===== config.mk =====
export PLATFORM = sky130hd
export DESIGN_NAME = link_tx_scheduler
export DESIGN_NICKNAME = d
export VERILOG_FILES = /design/src/rtl/link_tx_scheduler.sv
export SDC_FILE = /design/constraint.sdc
export NUM_CORES = 1
export LEC_CHECK = 0
export ABC_AREA = 1
export CAP_MARGIN = 20
export CORE_ASPECT_RATIO = 1.2
export CORE_UTILIZATION = 47
export DETAILED_ROUTE_END_ITERATION = 12
export DONT_BUFFER_PORTS = 1
export PLACE_DENSITY = 0.73
export RECOVER_POWER = 25
export SLEW_MARGIN = 20
export SYNTH_ARGS = -nofsm -noshare
export SYNTH_HDL_FRONTEND = slang
export SYNTH_SLANG_ARGS = --single-unit

===== constraint.sdc =====
create_clock -name byte_clk -period 2.1 [get_ports byte_clk]
set_clock_uncertainty 0.2 [all_clocks]
set_input_delay 0.315 -clock byte_clk [delete_from_list [all_inputs] [get_ports byte_clk]]
set_output_delay 0.315 -clock byte_clk [all_outputs]
set_load 0.01 [all_outputs]

===== src/rtl/link_tx_scheduler.sv =====
// Byte scheduler for an 8b/10b link: picks comma, K-char, SOF/EOF or data each cycle; one-cycle registered latency.
// Backpressure: d_ready/k_ack are combinational grants; K requests wait for frame end, data stalls for forced commas.
module link_tx_scheduler #(
    parameter int SYNC_PERIOD = 256,
    parameter int INIT_IDLES  = 16
) (
    input  logic       byte_clk,
    input  logic       rst,
    input  logic       d_valid,
    input  logic [7:0] d_data,
    input  logic       d_last,
    output logic       d_ready,
    input  logic       k_req,
    input  logic [7:0] k_code,
    output logic       k_ack,
    output logic [7:0] byte_out,
    output logic       is_k,
    output logic       idle,
    output logic       underrun
);

    localparam logic [7:0] COMMA_BYTE = 8'hBC;
    localparam logic [7:0] SOF_BYTE   = 8'h1C;
    localparam logic [7:0] EOF_BYTE   = 8'hFD;

    typedef enum logic [1:0] {
        ST_INIT,
        ST_IDLE,
        ST_DATA,
        ST_EOF
    } state_t;

    state_t      state;
    logic [7:0]  init_cnt;
    logic [15:0] cnt;
    logic        sync_due;

    assign sync_due = (cnt == 16'(SYNC_PERIOD));

    // Grants are gated by rst so nothing transfers on a reset edge.
    assign d_ready = !rst && (state == ST_DATA) && !sync_due;
    assign k_ack   = !rst && (state == ST_IDLE) && k_req;

    always_ff @(posedge byte_clk) begin
        if (rst) begin
            state    <= ST_INIT;
            init_cnt <= 8'd0;
            cnt      <= 16'd0;
            byte_out <= COMMA_BYTE;
            is_k     <= 1'b1;
            idle     <= 1'b1;
            underrun <= 1'b0;
        end else begin
            // Comma is the default output; branches below override it.
            byte_out <= COMMA_BYTE;
            is_k     <= 1'b1;
            idle     <= 1'b1;
            case (state)
                ST_INIT: begin
                    init_cnt <= init_cnt + 8'd1;
                    if (init_cnt == 8'(INIT_IDLES - 1)) begin
                        state <= ST_IDLE;
                    end
                end
                ST_IDLE: begin
                    if (k_req) begin
                        byte_out <= k_code;
                        idle     <= 1'b0;
                    end else if (d_valid) begin
                        byte_out <= SOF_BYTE;
                        idle     <= 1'b0;
                        state    <= ST_DATA;
                    end
                end
                ST_DATA: begin
                    if (sync_due) begin
                        cnt <= 16'd0;
                    end else if (d_valid) begin
                        byte_out <= d_data;
                        is_k     <= 1'b0;
                        idle     <= 1'b0;
                        cnt      <= cnt + 16'd1;
                        if (d_last) begin
                            state <= ST_EOF;
                        end
                    end else begin
                        underrun <= 1'b1;
                    end
                end
                ST_EOF: begin
                    byte_out <= EOF_BYTE;
                    idle     <= 1'b0;
                    cnt      <= 16'd0;
                    state    <= ST_IDLE;
                end
                default: begin
                    state <= ST_INIT;
                end
            endcase
        end
    end

endmodule


# Word-level counts from Yosys, hierarchy flattened
# Index checks and enable logic that the tools add are counted.
# W data, S select, Z words.
# op_classes
n_mux	19
addsub	2
n_eq_ne	12
n_bitwise	3
n_reduce_logical	12
# ops
op	n
$mux W16	2
$mux W8	4
$pmux W16 S2	1
$pmux W8 S3	1
$add A16 B1 Y16 const B	1
$eq A16 B9 Y1 const B	1
$mux W2	6
$ne A2 B2 Y1 const B	6
$add A8 B1 Y8 const B	1
$eq A8 B4 Y1 const B	1
$pmux W2 S4	1
$reduce_and A6 Y1	1
$eq A2 B2 Y1 const B	2
$logic_and A1 B1 Y1	4
$mux W1	3
$ne A3 B3 Y1 const B	1
$not A1 Y1	3
$pmux W1 S3	1
$reduce_and A3 Y1	1
$eq A2 B1 Y1 const B	1
$logic_not A1 Y1	2
$logic_not A2 Y1	1
$reduce_and A2 Y1	1
$reduce_bool A2 Y1	1
$reduce_or A2 Y1	1
# totals
word_cells	55
out_inout_bits	13
register_bits	37
input_bits	21

# Longest topological paths before layout
# Gate-level depths: netlist of the first run.
# depth
word_depth	4
depth_mapped	11
depth_no_buf	11

# Worst setup path after synthesis of the first run
# Ideal clock, no wire load.
# synth_path
path_type	reg2out
startpoint	register state[0]
endpoint	output d_ready
required_ns	1.585
slack_ns	0.384
path_buffers	1
path_stages_with_launch	6
arrival_time_ns	1.201
cell_sequence	dfxtp_1 inv_1 ha_1 clkbuf_1 nand2_1 nor2_1
# synth_via
elab_chain_len	3
# synth_rtl
item	line	rtl
from (decl)	33	state_t state;
from (signal assigned)	46	state <= ST_INIT;
from (signal assigned)	62	state <= ST_IDLE;
from (signal assigned)	72	state <= ST_DATA;
$eq A2 B2 Y1	41	assign d_ready = !rst && (state == ST_DATA) && !sync_due;
$logic_and A1 B1 Y1 (2 in series)	41	
to (decl)	12	output logic d_ready,
# Every way passes these cells.

# Worst setup path in the final report of the first run
# layout_path
startpoint	register cnt[0]
endpoint	output d_ready
# layout_via
elab_chain_len	3
# layout_rtl
item	line	rtl
from (decl)	35	logic [15:0] cnt;
from (signal assigned)	82	cnt <= cnt + 16'd1;
$eq A16 B9 Y1	38	assign sync_due = (cnt == 16'(SYNC_PERIOD));
$logic_not A1 Y1	41	
$logic_and A1 B1 Y1	41	
# Every way passes these cells.

==> results of run 1 <==
## stage by stage
stage	setup WS [ps]	util	TNS, ps	power, mW
global route	-3.87	0.567	-3.87	2.74
finish	87.0	0.567	0	2.52
global placement	335	0.512	0	1.97
floorplan	384	-	0	1.81
detailed placement	287	0.512	0	2.00
CTS	32.9	0.566	0	2.53
## worst max-delay path: cells and delay by family (launching register included)
family / cells / cell delay [ps]
adders and majority gates: 1 / 220
buffers and inverters: 1 / 90
DFF: 1 / 380
and+or+nand+nor: 5 / 530
## worst max path at each step
| stage | from | to | slack (ps) | cells past startpoint |
|---|---|---|---|---|
| 4_1_cts | cnt[0]$_SDFFE_PP0P_ | d_ready | 30 | 7 |
| 3_3_place_gp | state[1]$_SDFFE_PP0P_ | state[0]$_SDFFE_PP0P_ | 330 | 8 |
| 2_1_floorplan | state[0]$_SDFFE_PP0P_ | d_ready | 380 | 5 |
| 5_1_grt | cnt[0]$_SDFFE_PP0P_ | d_ready | -4 | 7 |
| 6_report | cnt[0]$_SDFFE_PP0P_ | d_ready | 90 | 7 |
| 3_5_place_dp | cnt[0]$_SDFFE_PP0P_ | cnt[10]$_SDFFE_PP0P_ | 290 | 10 |
## layout make-up
type / instances / share of cell area
sequential: 37 / 0.300
multi-input combinational: 262 / 0.502
timing repair buffer: 20 / 0.0759
inverter: 39 / 0.0592
clock buffer: 7 / 0.0349
tap: 56 / 0.0284
## flip-flops by register name, indices dropped and copies added (netlist names)
| name | flops |
|---|---|
| byte_out | 8 |
| cnt | 16 |
| idle | 1 |
| init_cnt | 8 |
| is_k | 1 |
| state | 2 |
| underrun | 1 |
## power groups by stage
stage / logic [mW] / clock network, mW / registers (mW)
detailed placement: 0.987 / 0 / 1.02
CTS: 1.02 / 0.510 / 1.00
floorplan: 0.830 / 0 / 0.984
finish: 1.02 / 0.499 / 1.00
global placement: 0.949 / 0 / 1.02
global route: 1.18 / 0.535 / 1.03
## cells by family after synthesis
kind of cell | count (synthesis)
and+or+nand+nor | 224
buffers and inverters | 47
DFF | 37
AOI/OAI and AO/OA | 28
adders and majority gates | 8
xor gates and xnor gates | 2
## cell usage in the layout, fill, tap and decap left out, drive strengths merged
cell type / Yosys / final
nand2: 105 / 105
nor2: 68 / 68
inv: 38 / 38
dfxtp: 37 / 37
nand3: 37 / 37
a21oi: 15 / 15
dlygate4sd3: 0 / 15
o21ai: 8 / 8
ha: 8 / 8
nand4: 7 / 7
clkbuf: 4 / 7
buf: 4 / 5
nor3: 4 / 4
xor2: 2 / 2
a31oi: 2 / 2
clkinv: 1 / 1
o21bai: 1 / 1
and3: 1 / 1
nor3b: 1 / 1
a211oi: 1 / 1
a22oi: 1 / 1
nand3b: 1 / 1
## metal layers
layer / track usage / part of all wire
met5: 0 / 0
met4: 0.0778 / 0.015
met3: 0.0479 / 0.036
met2: 0.417 / 0.51
met1: 0.237 / 0.44
## Yosys cell counts, drive strengths merged
library cell / n
inv: 38
ha: 8
nor3b: 1
nand3: 37
a31oi: 2
a211oi: 1
buf: 4
and3: 1
nor2: 68
nor3: 4
xor2: 2
nand2: 105
o21bai: 1
a22oi: 1
nand4: 7
clkinv: 1
o21ai: 8
clkbuf: 4
nand3b: 1
dfxtp: 37
a21oi: 15
## what timing repair did
| action | 4_1_cts | 5_1_grt |
|---|---|---|
| endpoints found under the setup margin | 0 | 1 |
| hold buffers | 15 | 0 |
| resized for setup | 0 | 1 |
| hold endpoints to repair | 19 | 0 |
==> flow_metrics.env, run 1 <==
export IMPL_place_gp_congestion=0.802
export IMPL_port_buffer_count=0
export IMPL_drive_above_1_share=0.0575
export IMPL_yosysUniqueCellTypes=28
export IMPL_post_place_cells=399
export IMPL_num_vias=2126
export IMPL_ant_nets=0
export IMPL_ir_worst_vdd_mv=0.700
export IMPL_wl_per_cell_microns=11.9
export IMPL_cpMaxStageDelayCell="dfxtp_1"
export IMPL_worstSkewPairLatency_ps=290
export IMPL_cts_made_buffers=5
export IMPL_grt_max_degree=18
export IMPL_setup_viol=0
export IMPL_synth_top_area_cell="dfxtp_1"
export IMPL_fillers=411
export IMPL_grt_pass1_vias=2029
export IMPL_p_int_mw=1.49
export IMPL_synth_simple_area_share=0.446
export IMPL_cpPeakStageDelay_ps=380
export IMPL_whs_endpoint="idle$_SDFF_PP1_"
export IMPL_final_nets=394
export IMPL_worst_pin_slew_ps=578
export IMPL_synth_top_cell_area_share=0.341
export IMPL_netlist_instances=346
export IMPL_dr_pass1_iters=4
export IMPL_die_x_microns=64.1
export IMPL_synth_xor_area_share=0.00806
export IMPL_ff2ff_setup_slack_ps=280
export IMPL_synth_cell_area_sq_um=2170
export IMPL_cellPowerDensity_nw_per_um2=1020
export IMPL_stdcell_count=421
export IMPL_fmax_mhz=497
export IMPL_drt_total_wl_mm=5.00
export IMPL_cts_buffer_depth=2
export IMPL_maxSlewHeadroom=0.614
export IMPL_hpwl_mm=3.46
export IMPL_syn_area_per_cell_sq_um=6.28
export IMPL_stdcell_area_sq_um=2470
export IMPL_swShare=0.411
export IMPL_ys_seq_elements=37
export IMPL_hold_viol=0
export IMPL_layout_area_overhead_vs_synth_pct=13.6
export IMPL_hold_path_class="input port to flip-flop"
export IMPL_antenna_found_initial=0
export IMPL_worstSetupStartpointType="flip-flop"
export IMPL_power_share_clock=0.198
export IMPL_multiInputGateArea_sq_um=1240
export IMPL_synth_compound_area_frac=0.0690
export IMPL_cap_violations=0
export IMPL_crit_path_max_fanout=5
export IMPL_syn_nets=375
export IMPL_root_buffer="clkbuf_8"
export IMPL_die_h_microns=76.5
export IMPL_cpMostUsedCell="nand2_1"
export IMPL_ys_seq_area_frac=0.341
export IMPL_muxShareOfSynthArea=0
export IMPL_fin_crit_ps=2010
export IMPL_cts_tree="built"
export IMPL_timing_hold_ws_ps=4.42
export IMPL_leakage_nw=1.12
export IMPL_crit_arrival_ps=1500
export IMPL_num_rows=26
export IMPL_initialDrtViolationCount=105
export IMPL_track_usage=0.222
export IMPL_r2r_start="cnt[0]$_SDFFE_PP0P_"
export IMPL_drv_slew=0
export IMPL_min_delay_start="d_valid"
export IMPL_status="finished, final reports clean"
export IMPL_place_area_sq_um=2230
export IMPL_cts_sinks=37
export IMPL_cts_setup_buffers=0
export IMPL_worstHoldPathCells=3
export IMPL_endpoint_kind="output port"
export IMPL_r2r_end="cnt[10]$_SDFFE_PP0P_"
export IMPL_start_util=0.499
export IMPL_switchingPower_mw=1.04
export IMPL_drc=0
export IMPL_yosys_warnings=0
export IMPL_vias_per_cell=5.05
export IMPL_crit_path_cell_trace="inv_1 -> ha_1 -> nand2_1 -> nor2_1 -> nand2_1 -> nand2_1 -> nor2_2"
export IMPL_grt_pass1_wl_mm=8.65
export IMPL_synth_adder_area_share=0.0460
export IMPL_worstSetupPathType="flip-flop to output port"
export IMPL_synth_top_family_by_area="simple AND/OR/NAND/NOR gates"
export IMPL_ios=34
export IMPL_cts_htree_levels=2
export IMPL_synth_area_leaders="dfxtp_1 34%, nand2_1 18%, nor2_1 11%"
export IMPL_dieArea_sq_um=4900
export IMPL_cts_clk_slew_worst_paths_ps=70
export IMPL_reg2regPathDepth=10
export IMPL_finalCritPeriodShare=0.959
export IMPL_core_area_sq_um=4360
export IMPL_diodes=0
export IMPL_combPwrFrac=0.404
export IMPL_pwr_share_seq=0.398
export IMPL_regArea_sq_um=741
export IMPL_crit_required_ps=1580
export IMPL_grt_ovfl_total=0
No activity file was read; power rests on OpenSTA's default activity.
==> inputs of run 2 (changes only) <==
==> constraint.sdc (replaced) <==
create_clock -name byte_clk -period 2.2 [get_ports byte_clk]
set_clock_uncertainty 0.2 [all_clocks]
set_input_delay 0.33 -clock byte_clk [delete_from_list [all_inputs] [get_ports byte_clk]]
set_output_delay 0.33 -clock byte_clk [all_outputs]
set_load 0.01 [all_outputs]
==> run 2 against run 1 <==
  * The flow now finishes with violations (hold timing)
  * Routed wire length grew 0.44%
  * Global-route usage is 0.40 points lower
  * Core utilization decreased by 0.34 points
  * Power shrank 2.3%
  * Worst setup slack got worse by 7.4 ps
  * Clock power fell by 2%
  * Critical path depth grew 4
  * First-iteration DRC count down 1.9%
  * Combinational power barely moved
  * Sequential share of layout area is 0.49 points higher
  * Worst hold slack got worse by 6.8 ps
==> flow_metrics.env, run 2 (same netlist as run 1, synthesis figures left out) <==
export IMPL_status="complete, but fails checks"
export IMPL_violations="hold timing"
export IMPL_worstSetupPathType="flip-flop to flip-flop"
export IMPL_root_buffer="clkbuf_8"
export IMPL_cap_violations=0
export IMPL_drv_slew=0
export IMPL_ant_nets=0
export IMPL_drt_total_wl_mm=5.02
export IMPL_regMostFlops="cnt"
export IMPL_r2r_end="byte_out[5]$_SDFF_PP1_"
export IMPL_crit_arrival_ps=2100
export IMPL_hold_path_class="input port to flip-flop"
export IMPL_r2r_start="cnt[0]$_SDFFE_PP0P_"
export IMPL_combPwrFrac=0.408
export IMPL_worstHoldPathCells=2
export IMPL_fin_crit_ps=2120
export IMPL_grt_ovfl_total=0
export IMPL_num_rows=26
export IMPL_final_cell_mix="101 x nand2_1, 60 x nor2_1, 36 x inv_1, 35 x nand3_1, 33 x dfxtp_1"
export IMPL_pwr_share_seq=0.394
export IMPL_cellPowerDensity_nw_per_um2=1000
export IMPL_multiInputGateArea_sq_um=1260
export IMPL_core_area_sq_um=4360
export IMPL_final_nets=390
export IMPL_regArea_sq_um=748
export IMPL_ios=34
export IMPL_place_gp_congestion=0.859
export IMPL_num_vias=2144
export IMPL_grt_pass1_wl_mm=8.40
export IMPL_cts_buffer_depth=2
export IMPL_worstSetupStartpointType="flip-flop"
export IMPL_largest_reg_flops=16
export IMPL_hpwl_mm=3.54
export IMPL_fillers=435
export IMPL_switchingPower_mw=1.02
export IMPL_start_util=0.499
export IMPL_min_delay_start="k_code[0]"
export IMPL_track_usage=0.218
export IMPL_reg2regPathDepth=11
export IMPL_cts_tree="built"
export IMPL_grt_pass1_vias=1995
export IMPL_top_regs="cnt (16), byte_out (8), init_cnt (8)"
export IMPL_dr_pass1_iters=4
export IMPL_worst_pin_slew_ps=557
export IMPL_finalCritPeriodShare=0.964
export IMPL_endpoint_kind="flip-flop"
export IMPL_diodes=0
export IMPL_ff2ff_setup_slack_ps=80
export IMPL_vias_per_cell=5.14
export IMPL_power_share_clock=0.198
export IMPL_ir_worst_vdd_mv=0.576
export IMPL_setup_viol=0
export IMPL_cts_sinks=37
export IMPL_timing_hold_ws_ps=-2.37
export IMPL_whs_endpoint="byte_out[0]$_SDFF_PP0_"
export IMPL_fmax_mhz=472
export IMPL_p_total_mw=2.46
export IMPL_stdcell_count=417
export IMPL_dieArea_sq_um=4900
export IMPL_final_common_cell="nand2_1"
export IMPL_cts_made_buffers=5
export IMPL_die_h_microns=76.5
export IMPL_worstSkewPairLatency_ps=290
export IMPL_cts_htree_levels=2
export IMPL_initialDrtViolationCount=103
export IMPL_post_place_cells=398
export IMPL_drc=0
export IMPL_hold_viol=1
export IMPL_port_buffer_count=0
export IMPL_crit_required_ps=2180
export IMPL_crit_path_max_fanout=5
export IMPL_leakage_nw=1.10
export IMPL_p_int_mw=1.44
export IMPL_swShare=0.414
export IMPL_cts_clk_slew_worst_paths_ps=70
export IMPL_antenna_found_initial=0
export IMPL_drive_above_1_share=0.0886
export IMPL_fin_tns_setup_ps=0
export IMPL_die_x_microns=64.1
export IMPL_wl_per_cell_microns=12.0
export IMPL_grt_max_degree=18
export IMPL_layout_area_overhead_vs_synth_pct=12.9
export IMPL_maxSlewHeadroom=0.628
## run 2: cell count changes in the layout (fill, tap and decap cells not counted), sizes merged
| cell | change |
|---|---|
| buf | +1 |
| dlygate4sd3 | -5 |
## run 2: power groups by stage
stage / clock network (mW) / registers [mW] / logic (mW)
3_3_place_gp: 0 / 0.972 / 0.892
4_1_cts: 0.505 / 0.961 / 0.968
2_1_floorplan: 0 / 0.939 / 0.792
5_1_grt: 0.535 / 0.995 / 1.15
6_report: 0.488 / 0.971 / 1.00
3_5_place_dp: 0 / 0.974 / 0.930
## run 2: routing by layer
metal,share of wire,up-vias,global-route usage
met5,0,-,0
met4,0.018,0,0.0911
met3,0.023,9,0.0449
met2,0.52,38,0.397
met1,0.44,975,0.239
li1,-,1122,-
## run 2: what timing repair did
item / CTS / global route
endpoints found under the hold margin: 17 / 0
hold buffers: 10 / 0
gates resized for setup: 0 / 13
setup endpoints to repair: 0 / 2
buffers inserted: 0 / 2
## run 2: worst max path at each step
stage                                        end  slack (ps)  cells after the start                   from
after global placement     state[0]$_SDFFE_PP0P_         460                      8  state[1]$_SDFFE_PP0P_
after CTS                 byte_out[5]$_SDFF_PP1_          20                     11    cnt[0]$_SDFFE_PP0P_
after global routing      byte_out[5]$_SDFF_PP1_         -10                     11    cnt[0]$_SDFFE_PP0P_
after floorplan                          d_ready         470                      5  state[0]$_SDFFE_PP0P_
final                     byte_out[5]$_SDFF_PP1_          80                     11    cnt[0]$_SDFFE_PP0P_
after detailed placement     cnt[9]$_SDFFE_PP0P_         410                      8  state[0]$_SDFFE_PP0P_
## run 2: area by class of cell
| type | instances | area share |
|---|---|---|
| sequential | 37 | 0.305 |
| tap | 56 | 0.0285 |
| inverter | 39 | 0.0596 |
| clock buffer | 7 | 0.0352 |
| timing repair buffer | 16 | 0.0591 |
| multi-input combinational | 262 | 0.513 |
## run 2: critical path, stage by stage (launching register included)
cell	delay, ps
dfxtp_2	350
inv_1	60
ha_1	200
nand2_1	80
nor2_2	50
nand2_4	70
nand2_1	60
nand2_2	70
nand2_2	80
nor2_4	140
nand3_2	90
dlygate4sd3_1	550
## run 2: per-stage QoR
| step | utilization | area (sq um) | worst slack, ps |
|---|---|---|---|
| floorplan | - | 2170 | 469 |
| global placement | 0.510 | 2220 | 462 |
| detailed placement | 0.510 | 2220 | 413 |
| CTS | 0.553 | 2410 | 17.1 |
| global route | 0.563 | 2460 | -11.9 |
| finish | 0.563 | 2460 | 79.6 |
==> inputs of run 3 (changes only) <==
==> constraint.sdc (replaced) <==
create_clock -name byte_clk -period 2.2 [get_ports byte_clk]
set_clock_uncertainty 0.2 [all_clocks]
set_input_delay 0.44 -clock byte_clk [delete_from_list [all_inputs] [get_ports byte_clk]]
set_output_delay 0.44 -clock byte_clk [all_outputs]
set_load 0.01 [all_outputs]
==> run 3 against run 2 <==
  * Combinational power is 6% lower
  * Flip-flop and latch count stayed put
  * Largest cell class unchanged
  * Via count is 4.4% lower
  * Final area is 3.8% lower
  * Core utilization is 2.2 points lower
  * Critical path depth is 4 lower
  * Register-to-register slack better by 290 ps
  * The flow now finishes without violations
  * Count of clock-buffer cells in the layout is 1 lower
==> flow_metrics.env, run 3 (same netlist as run 1, synthesis figures left out) <==
export IMPL_status="finished, final reports clean"
export IMPL_dieArea_sq_um=4900
export IMPL_finalCritPeriodShare=0.956
export IMPL_grt_ovfl_total=0
export IMPL_die_h_microns=76.5
export IMPL_combPwrFrac=0.373
export IMPL_cts_htree_levels=2
export IMPL_pwr_share_seq=0.381
export IMPL_core_area_sq_um=4360
export IMPL_top_regs="cnt (16), byte_out (8), init_cnt (8)"
export IMPL_vias_per_cell=5.03
export IMPL_final_nets=379
export IMPL_cts_tree="built"
export IMPL_num_vias=2049
export IMPL_antenna_found_initial=0
export IMPL_grt_use_met1=0.244
export IMPL_port_buffer_count=0
export IMPL_crit_family="simple AND/OR/NAND/NOR gates"
export IMPL_reg2regPathDepth=8
export IMPL_power_share_clock=0.246
export IMPL_p_int_mw=1.52
export IMPL_worst_pin_slew_ps=597
export IMPL_maxSlewHeadroom=0.602
export IMPL_grt_pass1_wl_mm=8.31
export IMPL_grt_met3_usage=0.0464
export IMPL_root_buffer="clkbuf_8"
export IMPL_p_total_mw=2.52
export IMPL_crit_path_max_fanout=5
export IMPL_drive_above_1_share=0.0627
export IMPL_cts_setup_buffers=0
export IMPL_cts_buffer_depth=2
export IMPL_use_met2=0.377
export IMPL_worstSetupStartpointType="flip-flop"
export IMPL_ant_nets=0
export IMPL_setup_viol=0
export IMPL_endpoint_kind="output port"
export IMPL_layout_area_overhead_vs_synth_pct=8.63
export IMPL_die_x_microns=64.1
export IMPL_leakage_nw=1.07
export IMPL_ios=34
export IMPL_cpMaxStageDelayCell="dfxtp_1"
export IMPL_place_gp_congestion=0.835
export IMPL_cp_depth=7
export IMPL_regMostFlops="cnt"
export IMPL_path_buf_inv=1
export IMPL_ff2ff_setup_slack_ps=370
export IMPL_drt_total_wl_mm=4.69
export IMPL_fin_crit_ps=2100
export IMPL_cpMostUsedCell="nand2_1"
export IMPL_hold_viol=0
export IMPL_crit_arrival_ps=1460
export IMPL_worstSetupPathType="flip-flop to output port"
export IMPL_utilization=0.542
export IMPL_cpPeakStageDelay_ps=380
export IMPL_cts_sinks=37
export IMPL_switchingPower_mw=0.999
export IMPL_swShare=0.397
export IMPL_track_usage=0.211
export IMPL_grt_max_degree=18
export IMPL_cellPowerDensity_nw_per_um2=1070
export IMPL_cts_clk_slew_worst_paths_ps=80
export IMPL_final_common_cell="nand2_1"
export IMPL_drc=0
export IMPL_wl_per_cell_microns=11.5
export IMPL_initialDrtViolationCount=124
export IMPL_r2r_end="cnt[7]$_SDFFE_PP0P_"
export IMPL_dr_pass1_iters=4
export IMPL_fillers=458
export IMPL_crit_required_ps=1560
export IMPL_hold_path_class="input port to flip-flop"
export IMPL_hpwl_mm=3.39
export IMPL_cap_violations=0
export IMPL_num_rows=26
export IMPL_setup_worst_path_end="d_ready"
export IMPL_final_cell_mix="103 x nand2_1, 62 x nor2_1, 37 x inv_1, 37 x dfxtp_1, 36 x nand3_1"
export IMPL_grt_pass1_vias=1972
export IMPL_ir_worst_vdd_mv=0.663
export IMPL_start_util=0.499
export IMPL_cts_made_buffers=5
export IMPL_diodes=0
export IMPL_crit_path_cell_trace="inv_1 -> ha_1 -> nand2_1 -> nor2_1 -> nand2_1 -> nand2_1 -> nor2_4"
export IMPL_worstSetupStartpoint="cnt[0]$_SDFFE_PP0P_"
export IMPL_r2r_start="state[0]$_SDFFE_PP0P_"
export IMPL_drv_slew=0
export IMPL_top_usage_layer="met2"
export IMPL_largest_reg_flops=16
export IMPL_worstSkewPairLatency_ps=290
export IMPL_fmax_mhz=475
-- run 3: layer usage --
layer | share of wire | routed length, microns | vias up
met5 | 0 | 0 | -
met4 | 0.013 | 59 | 0
met3 | 0.032 | 149 | 6
met2 | 0.50 | 2360 | 40
met1 | 0.45 | 2120 | 903
li1 | - | - | 1100
-- run 3: cell type report --
type                            instances  area (sq um)  area share
Inverter                               39           146      0.0620
Timing Repair Buffer                    5          40.0      0.0169
Clock inverter                          2          37.5      0.0159
Sequential cell                        37           741       0.314
Clock buffer                            6          82.6      0.0350
Tap cell                               56          70.1      0.0297
Multi-Input combinational cell        262          1240       0.527
-- run 3: worst min-delay path by stage --
stage,from,endpoint,slack [ps],depth (start not counted)
2_1_floorplan,init_cnt[7]$_SDFFE_PP0N_,init_cnt[7]$_SDFFE_PP0N_,240,2
3_3_place_gp,init_cnt[7]$_SDFFE_PP0N_,init_cnt[7]$_SDFFE_PP0N_,250,2
3_5_place_dp,init_cnt[7]$_SDFFE_PP0N_,init_cnt[7]$_SDFFE_PP0N_,260,2
4_1_cts,rst,cnt[3]$_SDFFE_PP0P_,5,1
5_1_grt,rst,cnt[3]$_SDFFE_PP0P_,4,1
6_report,d_valid,is_k$_SDFF_PP1_,10,1
-- run 3: stage by stage --
step	cell area, sq um	cells	setup WS (ps)	TNS, ps	hold WS [ps]
floorplan	2170	346	359	0	239
global placement	2220	398	431	0	253
detailed placement	2220	398	365	0	264
CTS	2340	406	64.8	0	4.84
global route	2360	407	-5.35	-5.35	3.60
finish	2360	407	96.2	0	11.9
-- run 3: what timing repair did --
action | 4_1_cts | 5_1_grt
hold buffers | 0 | 1
endpoints found under the hold margin | 0 | 1
gates resized for setup | 0 | 2
setup endpoints to repair | 0 | 1
-- run 3: power groups by stage --
stage | Sequential (mW) | Clock (mW) | Combinational [mW]
after global placement | 0.968 | 0 | 0.914
after floorplan | 0.939 | 0 | 0.792
after CTS | 0.958 | 0.628 | 0.941
final | 0.959 | 0.621 | 0.939
after detailed placement | 0.971 | 0 | 0.936
after global routing | 0.980 | 0.657 | 1.10
